`src/rtl/psram_pkg.sv`:
```
// Shared types for the PSRAM request bridge: posted-write record and bridge FSM states.
package psram_pkg;

    localparam int unsigned PS_AW = 25;

    typedef struct packed {
        logic [PS_AW-1:0] addr;
        logic [31:0]      data;
        logic [3:0]       be;
    } ps_wr_t;

    localparam int unsigned WR_W = $bits(ps_wr_t);

    typedef enum logic [1:0] {
        IDLE,
        WR_CMD,
        RD_CMD,
        RD_WAIT
    } bridge_state_e;

    // A posted write with no byte lanes enabled carries nothing to store.
    function automatic logic wr_has_bytes(input ps_wr_t w);
        return |w.be;
    endfunction

endpackage

```
`src/rtl/psram_wfifo.sv`:
```
// Posted-write FIFO: registered full/empty, pointers carry an extra wrap bit.
module psram_wfifo
    import psram_pkg::*;
#(
    parameter int unsigned DEPTH = 4
) (
    input  logic            clk100m,
    input  logic            rst_n,
    input  logic            push,
    input  logic [WR_W-1:0] wdata,
    input  logic            pop,
    output logic [WR_W-1:0] rdata,
    output logic            full,
    output logic            empty
);

    localparam int unsigned AW = $clog2(DEPTH);

    logic [WR_W-1:0] mem [DEPTH];
    logic [AW:0]     wptr_q;
    logic [AW:0]     rptr_q;
    logic            do_push;
    logic            do_pop;

    assign do_push = push && !full;
    assign do_pop  = pop && !empty;

    // Same slot index with opposite wrap bits means the writer lapped the reader.
    assign full  = (wptr_q[AW-1:0] == rptr_q[AW-1:0]) && (wptr_q[AW] != rptr_q[AW]);
    assign empty = (wptr_q == rptr_q);
    assign rdata = mem[rptr_q[AW-1:0]];

    always_ff @(posedge clk100m or negedge rst_n) begin
        if (!rst_n) begin
            wptr_q <= '0;
            rptr_q <= '0;
        end else begin
            if (do_push) begin
                wptr_q <= wptr_q + 1'b1;
            end
            if (do_pop) begin
                rptr_q <= rptr_q + 1'b1;
            end
        end
    end

    always_ff @(posedge clk100m) begin
        if (do_push) begin
            mem[wptr_q[AW-1:0]] <= wdata;
        end
    end

endmodule

```
`src/rtl/psram_bus_bridge.sv`:
```
// Request-bus to ps_* command bridge: posted writes through a FIFO, one blocking read,
// and an idle-driven refresh hint.
module psram_bus_bridge
    import psram_pkg::*;
#(
    parameter int unsigned WFIFO_DEPTH  = 4,
    parameter int unsigned REFRESH_IDLE = 8
) (
    input  logic        clk100m,
    input  logic        rst_n,
    input  logic        bus_valid,
    output logic        bus_ready,
    input  logic        bus_we,
    input  logic [24:0] bus_addr,
    input  logic [31:0] bus_wdata,
    input  logic [3:0]  bus_wbe,
    output logic        bus_rvalid,
    output logic [31:0] bus_rdata,
    output logic [24:0] ps_addr,
    output logic        ps_re,
    output logic        ps_we,
    output logic [31:0] ps_wdata,
    output logic [3:0]  ps_wbe,
    output logic        ps_refresh,
    input  logic        ps_cmdready,
    input  logic [31:0] ps_rdata,
    input  logic        ps_rdready
);

    localparam logic [7:0] IDLE_MAX = 8'(REFRESH_IDLE);

    bridge_state_e state_q, state_d;

    logic [24:0] ps_addr_q, ps_addr_d;
    logic [31:0] ps_wdata_q, ps_wdata_d;
    logic [3:0]  ps_wbe_q, ps_wbe_d;
    logic        ps_we_q, ps_we_d;
    logic        ps_re_q, ps_re_d;
    logic        rd_pend_q, rd_pend_d;
    logic [24:0] rd_addr_q, rd_addr_d;
    logic [31:0] bus_rdata_q, bus_rdata_d;
    logic        bus_rvalid_q, bus_rvalid_d;
    logic [7:0]  idle_cnt_q, idle_cnt_d;
    logic        refresh_q, refresh_d;

    logic            wf_full;
    logic            wf_empty;
    logic            wf_push;
    logic            wf_pop;
    logic [WR_W-1:0] wf_in_raw;
    logic [WR_W-1:0] wf_head_raw;
    ps_wr_t          wf_in;
    ps_wr_t          wf_head;
    logic            bus_accept;
    logic            idle_cond;

    // A pending read blocks all new requests so reads never overtake queued writes.
    assign bus_ready  = bus_we ? (!wf_full && !rd_pend_q) : !rd_pend_q;
    assign bus_accept = bus_valid && bus_ready;
    assign wf_push    = bus_accept && bus_we;

    assign wf_in       = '{addr: bus_addr, data: bus_wdata, be: bus_wbe};
    assign wf_in_raw   = wf_in;
    assign wf_head     = ps_wr_t'(wf_head_raw);

    psram_wfifo #(
        .DEPTH (WFIFO_DEPTH)
    ) u_wfifo (
        .clk100m (clk100m),
        .rst_n   (rst_n),
        .push    (wf_push),
        .wdata   (wf_in_raw),
        .pop     (wf_pop),
        .rdata   (wf_head_raw),
        .full    (wf_full),
        .empty   (wf_empty)
    );

    always_comb begin
        state_d      = state_q;
        ps_addr_d    = ps_addr_q;
        ps_wdata_d   = ps_wdata_q;
        ps_wbe_d     = ps_wbe_q;
        ps_we_d      = ps_we_q;
        ps_re_d      = ps_re_q;
        rd_pend_d    = rd_pend_q;
        rd_addr_d    = rd_addr_q;
        bus_rdata_d  = bus_rdata_q;
        bus_rvalid_d = 1'b0;
        wf_pop       = 1'b0;

        if (bus_accept && !bus_we) begin
            rd_pend_d = 1'b1;
            rd_addr_d = bus_addr;
        end

        unique case (state_q)
            IDLE: begin
                if (!wf_empty) begin
                    wf_pop = 1'b1;
                    if (wr_has_bytes(wf_head)) begin
                        ps_addr_d  = wf_head.addr;
                        ps_wdata_d = wf_head.data;
                        ps_wbe_d   = wf_head.be;
                        ps_we_d    = 1'b1;
                        state_d    = WR_CMD;
                    end
                end else if (rd_pend_q) begin
                    ps_addr_d = rd_addr_q;
                    ps_re_d   = 1'b1;
                    state_d   = RD_CMD;
                end
            end
            WR_CMD: begin
                if (ps_cmdready) begin
                    ps_we_d = 1'b0;
                    state_d = IDLE;
                end
            end
            RD_CMD: begin
                if (ps_cmdready) begin
                    ps_re_d = 1'b0;
                    state_d = RD_WAIT;
                end
            end
            RD_WAIT: begin
                if (ps_rdready) begin
                    bus_rdata_d  = ps_rdata;
                    bus_rvalid_d = 1'b1;
                    rd_pend_d    = 1'b0;
                    state_d      = IDLE;
                end
            end
            default: begin
                state_d = IDLE;
            end
        endcase
    end

    // Refresh hint: saturating count of fully quiet cycles.
    always_comb begin
        idle_cond = (state_q == IDLE) && wf_empty && !rd_pend_q && !bus_valid;
        if (!idle_cond) begin
            idle_cnt_d = '0;
        end else if (idle_cnt_q == IDLE_MAX) begin
            idle_cnt_d = idle_cnt_q;
        end else begin
            idle_cnt_d = idle_cnt_q + 8'd1;
        end
        refresh_d = (idle_cnt_d == IDLE_MAX);
    end

    always_ff @(posedge clk100m or negedge rst_n) begin
        if (!rst_n) begin
            state_q      <= IDLE;
            ps_addr_q    <= '0;
            ps_wdata_q   <= '0;
            ps_wbe_q     <= '0;
            ps_we_q      <= 1'b0;
            ps_re_q      <= 1'b0;
            rd_pend_q    <= 1'b0;
            rd_addr_q    <= '0;
            bus_rdata_q  <= '0;
            bus_rvalid_q <= 1'b0;
            idle_cnt_q   <= '0;
            refresh_q    <= 1'b0;
        end else begin
            state_q      <= state_d;
            ps_addr_q    <= ps_addr_d;
            ps_wdata_q   <= ps_wdata_d;
            ps_wbe_q     <= ps_wbe_d;
            ps_we_q      <= ps_we_d;
            ps_re_q      <= ps_re_d;
            rd_pend_q    <= rd_pend_d;
            rd_addr_q    <= rd_addr_d;
            bus_rdata_q  <= bus_rdata_d;
            bus_rvalid_q <= bus_rvalid_d;
            idle_cnt_q   <= idle_cnt_d;
            refresh_q    <= refresh_d;
        end
    end

    assign ps_addr    = ps_addr_q;
    assign ps_wdata   = ps_wdata_q;
    assign ps_wbe     = ps_wbe_q;
    assign ps_we      = ps_we_q;
    assign ps_re      = ps_re_q;
    assign ps_refresh = refresh_q;
    assign bus_rdata  = bus_rdata_q;
    assign bus_rvalid = bus_rvalid_q;

endmodule
```
`config.mk`:
```
export PLATFORM = sky130hd
export DESIGN_NAME = psram_bus_bridge
export DESIGN_NICKNAME = d
export VERILOG_FILES = /design/src/rtl/psram_pkg.sv /design/src/rtl/psram_wfifo.sv /design/src/rtl/psram_bus_bridge.sv
export SDC_FILE = /design/constraint.sdc
export NUM_CORES = 1
export LEC_CHECK = 0
export ABC_AREA = 1
export CORE_MARGIN = 8
export CORE_UTILIZATION = 46
export DETAILED_ROUTE_END_ITERATION = 16
export MAX_ROUTING_LAYER = met4
export PLACE_DENSITY = 0.64
export SLEW_MARGIN = 20
export SYNTH_ARGS = -nofsm -noshare
export SYNTH_HDL_FRONTEND = slang
export SYNTH_SLANG_ARGS = --single-unit
export TNS_END_PERCENT = 100
```
`constraint.sdc`:
```
create_clock -name clk100m -period 9.4 [get_ports clk100m]
set_input_delay 2.82 -clock clk100m [delete_from_list [all_inputs] [get_ports clk100m]]
set_output_delay 2.82 -clock clk100m [all_outputs]
set_load 0.005 [all_outputs]
```
==> results.toml, run 1 <==
[status]
status = "finished clean"

[timing]
setup-violations-final = 0
setup_tns_ns = 0
finalClockSkew_ns = 0.0221
drv_slew = 0
rsz0062_at_grt = "no"
fin_crit_ns = 6.78
post-route-period-util_pct = 72.2
tightest_slew_ns = 0.984
hold_viol = 0
fmax_mhz = 147
slew_headroom_pct = 34.3

[worst_setup_path]
end_kind = "output pin"
path_class = "input port to output pin"
arrival_ns = 3.96
critPathLaunchType = "input port"
worstPathRequired_ns = 6.58
r2r_slack_ns = 4.85
critPathMaxFanout = 3

[clock_network]
hold_buffers = 0
clock-sinks = 383
postCtsSetupRepairBufs = 0
clkTransAtPathRegs_ns = 0.06
clk-insertion-delay-late_ns = 0.53
cts.root.buffer_cell = "clkbuf_16"
cts_buffers = 40
cts_tree = "built"
ctsResizeCount = 0
cts_buffer_depth = 3
h-tree-depth = 2

[place]
place.gp.congestion = 0.807
place_inst = 1879
io_buffers = 196
place_hpwl_um = 21100

[yosys]
synth.distinct_cells = 31
synth_area_mm2 = 0.0151
synth_area_leaders = "edfxtp_1 48%, dfrtp_1 23%, nand2_1 7.4%"
synthCells = 1297
syn_nets = 1403
ys_seq_area_share_pct = 71.5
synth-seq-cells = 383
netlist.area_leader.share_pct = 48.5
synth_area_leader_cell = "edfxtp_1"
yosys_warnings = 0
synth.avg_cell_area_um2 = 11.6

[drt]
wl_per_cell_um = 18.0
via_per_inst = 5.12
vias = 10000
wl_um = 35100
ant_nets = 0
drt_iter0_drc = 638
drt_first_pass_iters = 5
drcViolationCount = 0

[layout]
finalNonFillerCells = 1955
fillCellCount = 2736
final_nets = 1585
drive_gt1_share_pct = 7.75
syn2layout_area_growth_pct = 24.3

[grt]
grt_pass1_wl_um = 55100
grt_overflow = 0
grt_pass1_vias = 9952
grtUsageTotal_pct = 18.2
antenna_found_initial = 3
grt_start_max_net_pins = 99

[min_path]
hp-class = "flop to flop"

[die]
dieArea_mm2 = 0.0389
io_pins = 197
die_w_um = 197
core_mm2 = 0.0325
initial_core_util_pct = 46.6
rows = 66
dieHeight_um = 197

[power]
p_leak_uw = 0.00744
peakVddDrop_mv = 0.184
cellPowerDensity_mw_per_mm2 = 319

[job]
drv_cap = 0
==> layout by cell type, fill, tap and decap left out, types with 5 or more instances in the layout <==
cell and n:
a21oi_1 5, buf_4 12, bufinv_16 5, clkbuf_1 7, clkbuf_16 40, clkdlybuf4s50_1 195
clkinv_1 5, clkinv_2 6, dfrtp_1 137, edfxtp_1 244, ha_1 7, inv_1 68
mux2_2 25, nand2_1 298, nand3_1 66, nor2_1 131, nor2_4 5, o21ai_0 154
o22ai_1 58
==> worst max-delay path, stage by stage <==
cell             delay [ns]
clkdlybuf4s50_1        0.45
a21oi_1                0.16
clkdlybuf4s50_1        0.53
==> power by group <==
part	internal (uW)	switching [uW]
clock network	957	642
registers	2160	204
logic	823	1200
==> through the flow <==
stage          total power, uW  area [um^2]  hold slack, ns  worst slack, ns  util, %
4_1_cts                   6060        18800           0.473             2.62     57.8
3_3_place_gp              4410        17400           0.452             2.64     53.7
6_report                  5980        18800           0.469             2.62     57.9
5_1_grt                   6380        18800           0.485             2.59     57.9
3_5_place_dp              4460        17400           0.458             2.63     53.7
2_1_floorplan             3590        15100           0.465             3.22        -
==> cells by family (layout without fill, tap and decap cells) <==
| kind of cell | count (synthesis) | count (layout) | share of synthesized area, % |
|---|---|---|---|
| buf+inv | 139 | 352 | 3.91 |
| fa+ha+maj | 7 | 7 | 0.580 |
| xor+xnor | 7 | 7 | 0.406 |
| simple gates | 512 | 512 | 13.7 |
| flops | 383 | 383 | 71.5 |
| compound gates | 224 | 224 | 8.02 |
| other cells | 0 | 3 | 0 |
| mux | 25 | 25 | 1.86 |
==> state kept, by name, indices dropped and copies added, names as in the netlist, 3 cells and up <==
name	flops
u_wfifo.mem	244
bus_rdata	32
ps_wdata	32
ps_addr	25
rd_addr_q	25
idle_cnt_q	8
ps_wbe	4
u_wfifo.rptr_q	3
u_wfifo.wptr_q	3
==> routing by layer <==
layer	part of all wire, %	track usage [%]
met1	43	23.1
met2	49	29.9
met3	6.2	3.19
met4	1.8	5.15
met5	0	-
==> worst paths after layout <==
path,from,end,cells past startpoint
min,bus_rdata[11],bus_rdata[11],2
max reg2reg,u_wfifo.rptr_q[1],u_wfifo.mem[1][47],10
max,bus_we,bus_ready,3
max in group asynchronous,rst_n,u_wfifo.rptr_q[0],2
min in group asynchronous,rst_n,ps_wdata[31],1
min reg2reg,bus_rdata[11],bus_rdata[11],2
==> area by class of cell <==
cell class | instances | area, um^2 | area share [%]
flip-flops and latches | 383 | 10800 | 57.6
multi-input cells | 775 | 3750 | 19.9
repair buffers | 208 | 2050 | 10.9
clock buffers | 51 | 1080 | 5.76
well taps | 442 | 553 | 2.95
inverters | 71 | 269 | 1.43
clock inverters | 22 | 256 | 1.37
diodes | 3 | 7.51 | 0.0400
==> Yosys cell counts (all sizes together) <==
master	instances
a211oi	1
a21oi	5
buf	25
clkbuf	43
dfrtp	139
edfxtp	244
ha	7
inv	71
mux2	25
nand2	301
nand3	67
nand3b	1
nand4	5
nor2	137
nor3	1
o2111ai	1
o21ai	159
o22ai	58
xnor2	3
xor2	4
Note: power is estimated with default switching activity, not from simulation.
==> inputs of run 2 (changes only) <==
--- a/config.mk
+++ b/config.mk
@@ -10,7 +10,7 @@
 export CORE_UTILIZATION = 46
 export DETAILED_ROUTE_END_ITERATION = 16
 export MAX_ROUTING_LAYER = met4
-export PLACE_DENSITY = 0.64
+export PLACE_DENSITY = 0.67
 export SLEW_MARGIN = 20
 export SYNTH_ARGS = -nofsm -noshare
 export SYNTH_HDL_FRONTEND = slang
==> constraint.sdc (replaced) <==
create_clock -name clk100m -period 6.2 [get_ports clk100m]
set_input_delay 1.86 -clock clk100m [delete_from_list [all_inputs] [get_ports clk100m]]
set_output_delay 1.86 -clock clk100m [all_outputs]
set_load 0.005 [all_outputs]
==> run 2 against run 1 <==
  * Flip-flop and latch count did not move
  * Sequential power rose by 53%
  * Utilization barely moved
  * Via count rose by 0.69%
  * Routed wire length rose by 0.59%
  * Clock power rose by 44%
  * Hold slack barely moved
  * Power rose by 50%
  * Final area barely moved
  * Largest power group unchanged
  * Register-to-register slack got worse by 2.9 ns
==> results.toml, run 2 (synthesized netlist as in run 1, its figures left out) <==
[status]
status = "finished clean"

[drt]
vias = 10100
drcViolationCount = 0
ant_nets = 0
drt_first_pass_iters = 5
wl_um = 35300
via_per_inst = 5.15
drt_iter0_drc = 615
wl_per_cell_um = 18.1

[timing]
post-route-period-util_pct = 78.5
hold_viol = 0
rsz0062_at_grt = "no"
setup_tns_ns = 0
fmax_mhz = 205
fin_crit_ns = 4.87
finalClockSkew_ns = 0.0165
hold_ws_ns = 0.469
setup-violations-final = 0
tightest_slew_ns = 1.04
drv_slew = 0
slew_headroom_pct = 30.8

[worst_setup_path]
r2r_start = "u_wfifo.rptr_q[0]"
cp_slowest_cell = "clkdlybuf4s50_1"
end_kind = "output pin"
path_buf_inv = 2
arrival_ns = 3.01
crit_chain = "clkdlybuf4s50_1 -> a21oi_1 -> clkdlybuf4s50_1"
cp.depth = 3
r2r_slack_ns = 1.96
cp_common_cell = "clkdlybuf4s50_1"
slowest_delay_ns = 0.53
r2r-end = "ps_wdata[19]"
crit_start = "bus_we"
critPathLaunchType = "input port"
crit_family = "buffers and inverters"
path_class = "input port to output pin"
r2r_cells = 10
worstSetupEndpoint = "bus_ready"
critPathMaxFanout = 3
worstPathRequired_ns = 4.34

[die]
initial_core_util_pct = 46.6
dieArea_mm2 = 0.0389
core_mm2 = 0.0325
io_pins = 197
rows = 66
dieHeight_um = 197
die_w_um = 197

[layout]
final_cell_mix = "298 x nand2_1, 244 x edfxtp_1, 195 x clkdlybuf4s50_1"
drive_gt1_share_pct = 7.93
final_nets = 1588
final_common_cell = "nand2_1"
largest_register_ffs = 244
syn2layout_area_growth_pct = 24.3
final_core_util_pct = 57.9

[clock_network]
cts_tree = "built"
postCtsSetupRepairBufs = 0
clk-insertion-delay-late_ns = 0.53
clock-sinks = 383
h-tree-depth = 2
cts_buffers = 40
hold_buffers = 0
clkTransAtPathRegs_ns = 0.06
cts_buffer_depth = 3
ctsResizeCount = 0
cts.root.buffer_cell = "clkbuf_16"

[power]
p_int_uw = 5880
switchingPower_uw = 3090
cellPowerDensity_mw_per_mm2 = 478
peakVddDrop_mv = 0.257
p_leak_uw = 0.00744
combPwrFrac_pct = 34.1
clkPwrFrac_pct = 25.7
p_sw_share_pct = 34.4
p_seq_share_pct = 40.2
p_total_uw = 8970

[job]
drv_cap = 0

[grt]
grt_pass1_vias = 10200
grt_start_max_net_pins = 103
grtUsageTotal_pct = 18.4
antenna_found_initial = 1
grt_pass1_wl_um = 55400
grt_overflow = 0

[place]
place.gp.congestion = 0.820
io_buffers = 196
place_hpwl_um = 21100

[min_path]
hp-class = "flop to flop"
[run 2: changes by cell type in the layout (fill, tap and decap cells not counted)]
cell,before,now
buf_12,0,3
bufinv_16,5,3
clkbuf_1,7,8
clkbuf_8,4,3
clkinv_1,5,4
clkinv_2,6,10
clkinv_4,1,2
clkinvlp_4,2,0
diode_2,3,2
[run 2: how the worst min path moves through the flow]
stage                              from            end  slack, ns  cells after the start
final                     bus_rdata[10]  bus_rdata[10]       0.47                      2
after global placement    bus_rdata[13]  bus_rdata[13]       0.45                      2
after CTS                 bus_rdata[13]  bus_rdata[13]       0.47                      2
after floorplan            bus_rdata[0]   bus_rdata[0]       0.47                      2
after global routing       bus_rdata[7]   bus_rdata[7]       0.48                      2
after detailed placement  bus_rdata[10]  bus_rdata[10]       0.46                      2
[run 2: cell type report]
class                           instances  area [um^2]
Multi-Input combinational cell        775         3750
Timing Repair Buffer                  211         2110
Sequential cell                       383        10800
Clock inverter                         22          206
Antenna cell                            2         5.00
Fill cell                            2650        13700
Clock buffer                           51         1070
Tap cell                              442          553
Inverter                               71          269
[run 2: power groups by stage]
stage                     Sequential, uW  Combinational (uW)  Clock [uW]
final                               3600                3060        2310
after global routing                3660                3460        2460
after CTS                           3600                3130        2360
after detailed placement            3650                3100           0
after global placement              3630                3030           0
after floorplan                     3560                1890           0
[run 2: worst reg2reg max path, stage by stage (launching register included)]
cell,delay [ns]
dfrtp_4,0.72
inv_4,0.33
buf_4,0.87
nand2_1,0.11
nand2_1,0.14
nand3_4,0.36
nand2_2,0.27
inv_2,0.09
o21ai_4,0.24
buf_4,0.69
o21ai_0,0.26
[run 2: per-stage QoR]
stage / cell area, um^2 / cells / setup slack, ns
floorplan: 15100 / 1297 / 0.984
finish: 18800 / 1957 / 1.33
detailed placement: 17500 / 1882 / 1.34
CTS: 18800 / 1955 / 1.33
global route: 18800 / 1956 / 1.29
global placement: 17500 / 1882 / 1.33
[run 2: metal layers]
layer	vias to the layer above	routed length, um	GRT usage (%)
li1	4843	-	-
met1	4901	15600	23.4
met2	281	17000	30.4
met3	53	2010	2.90
met4	0	754	5.32
met5	-	0	-
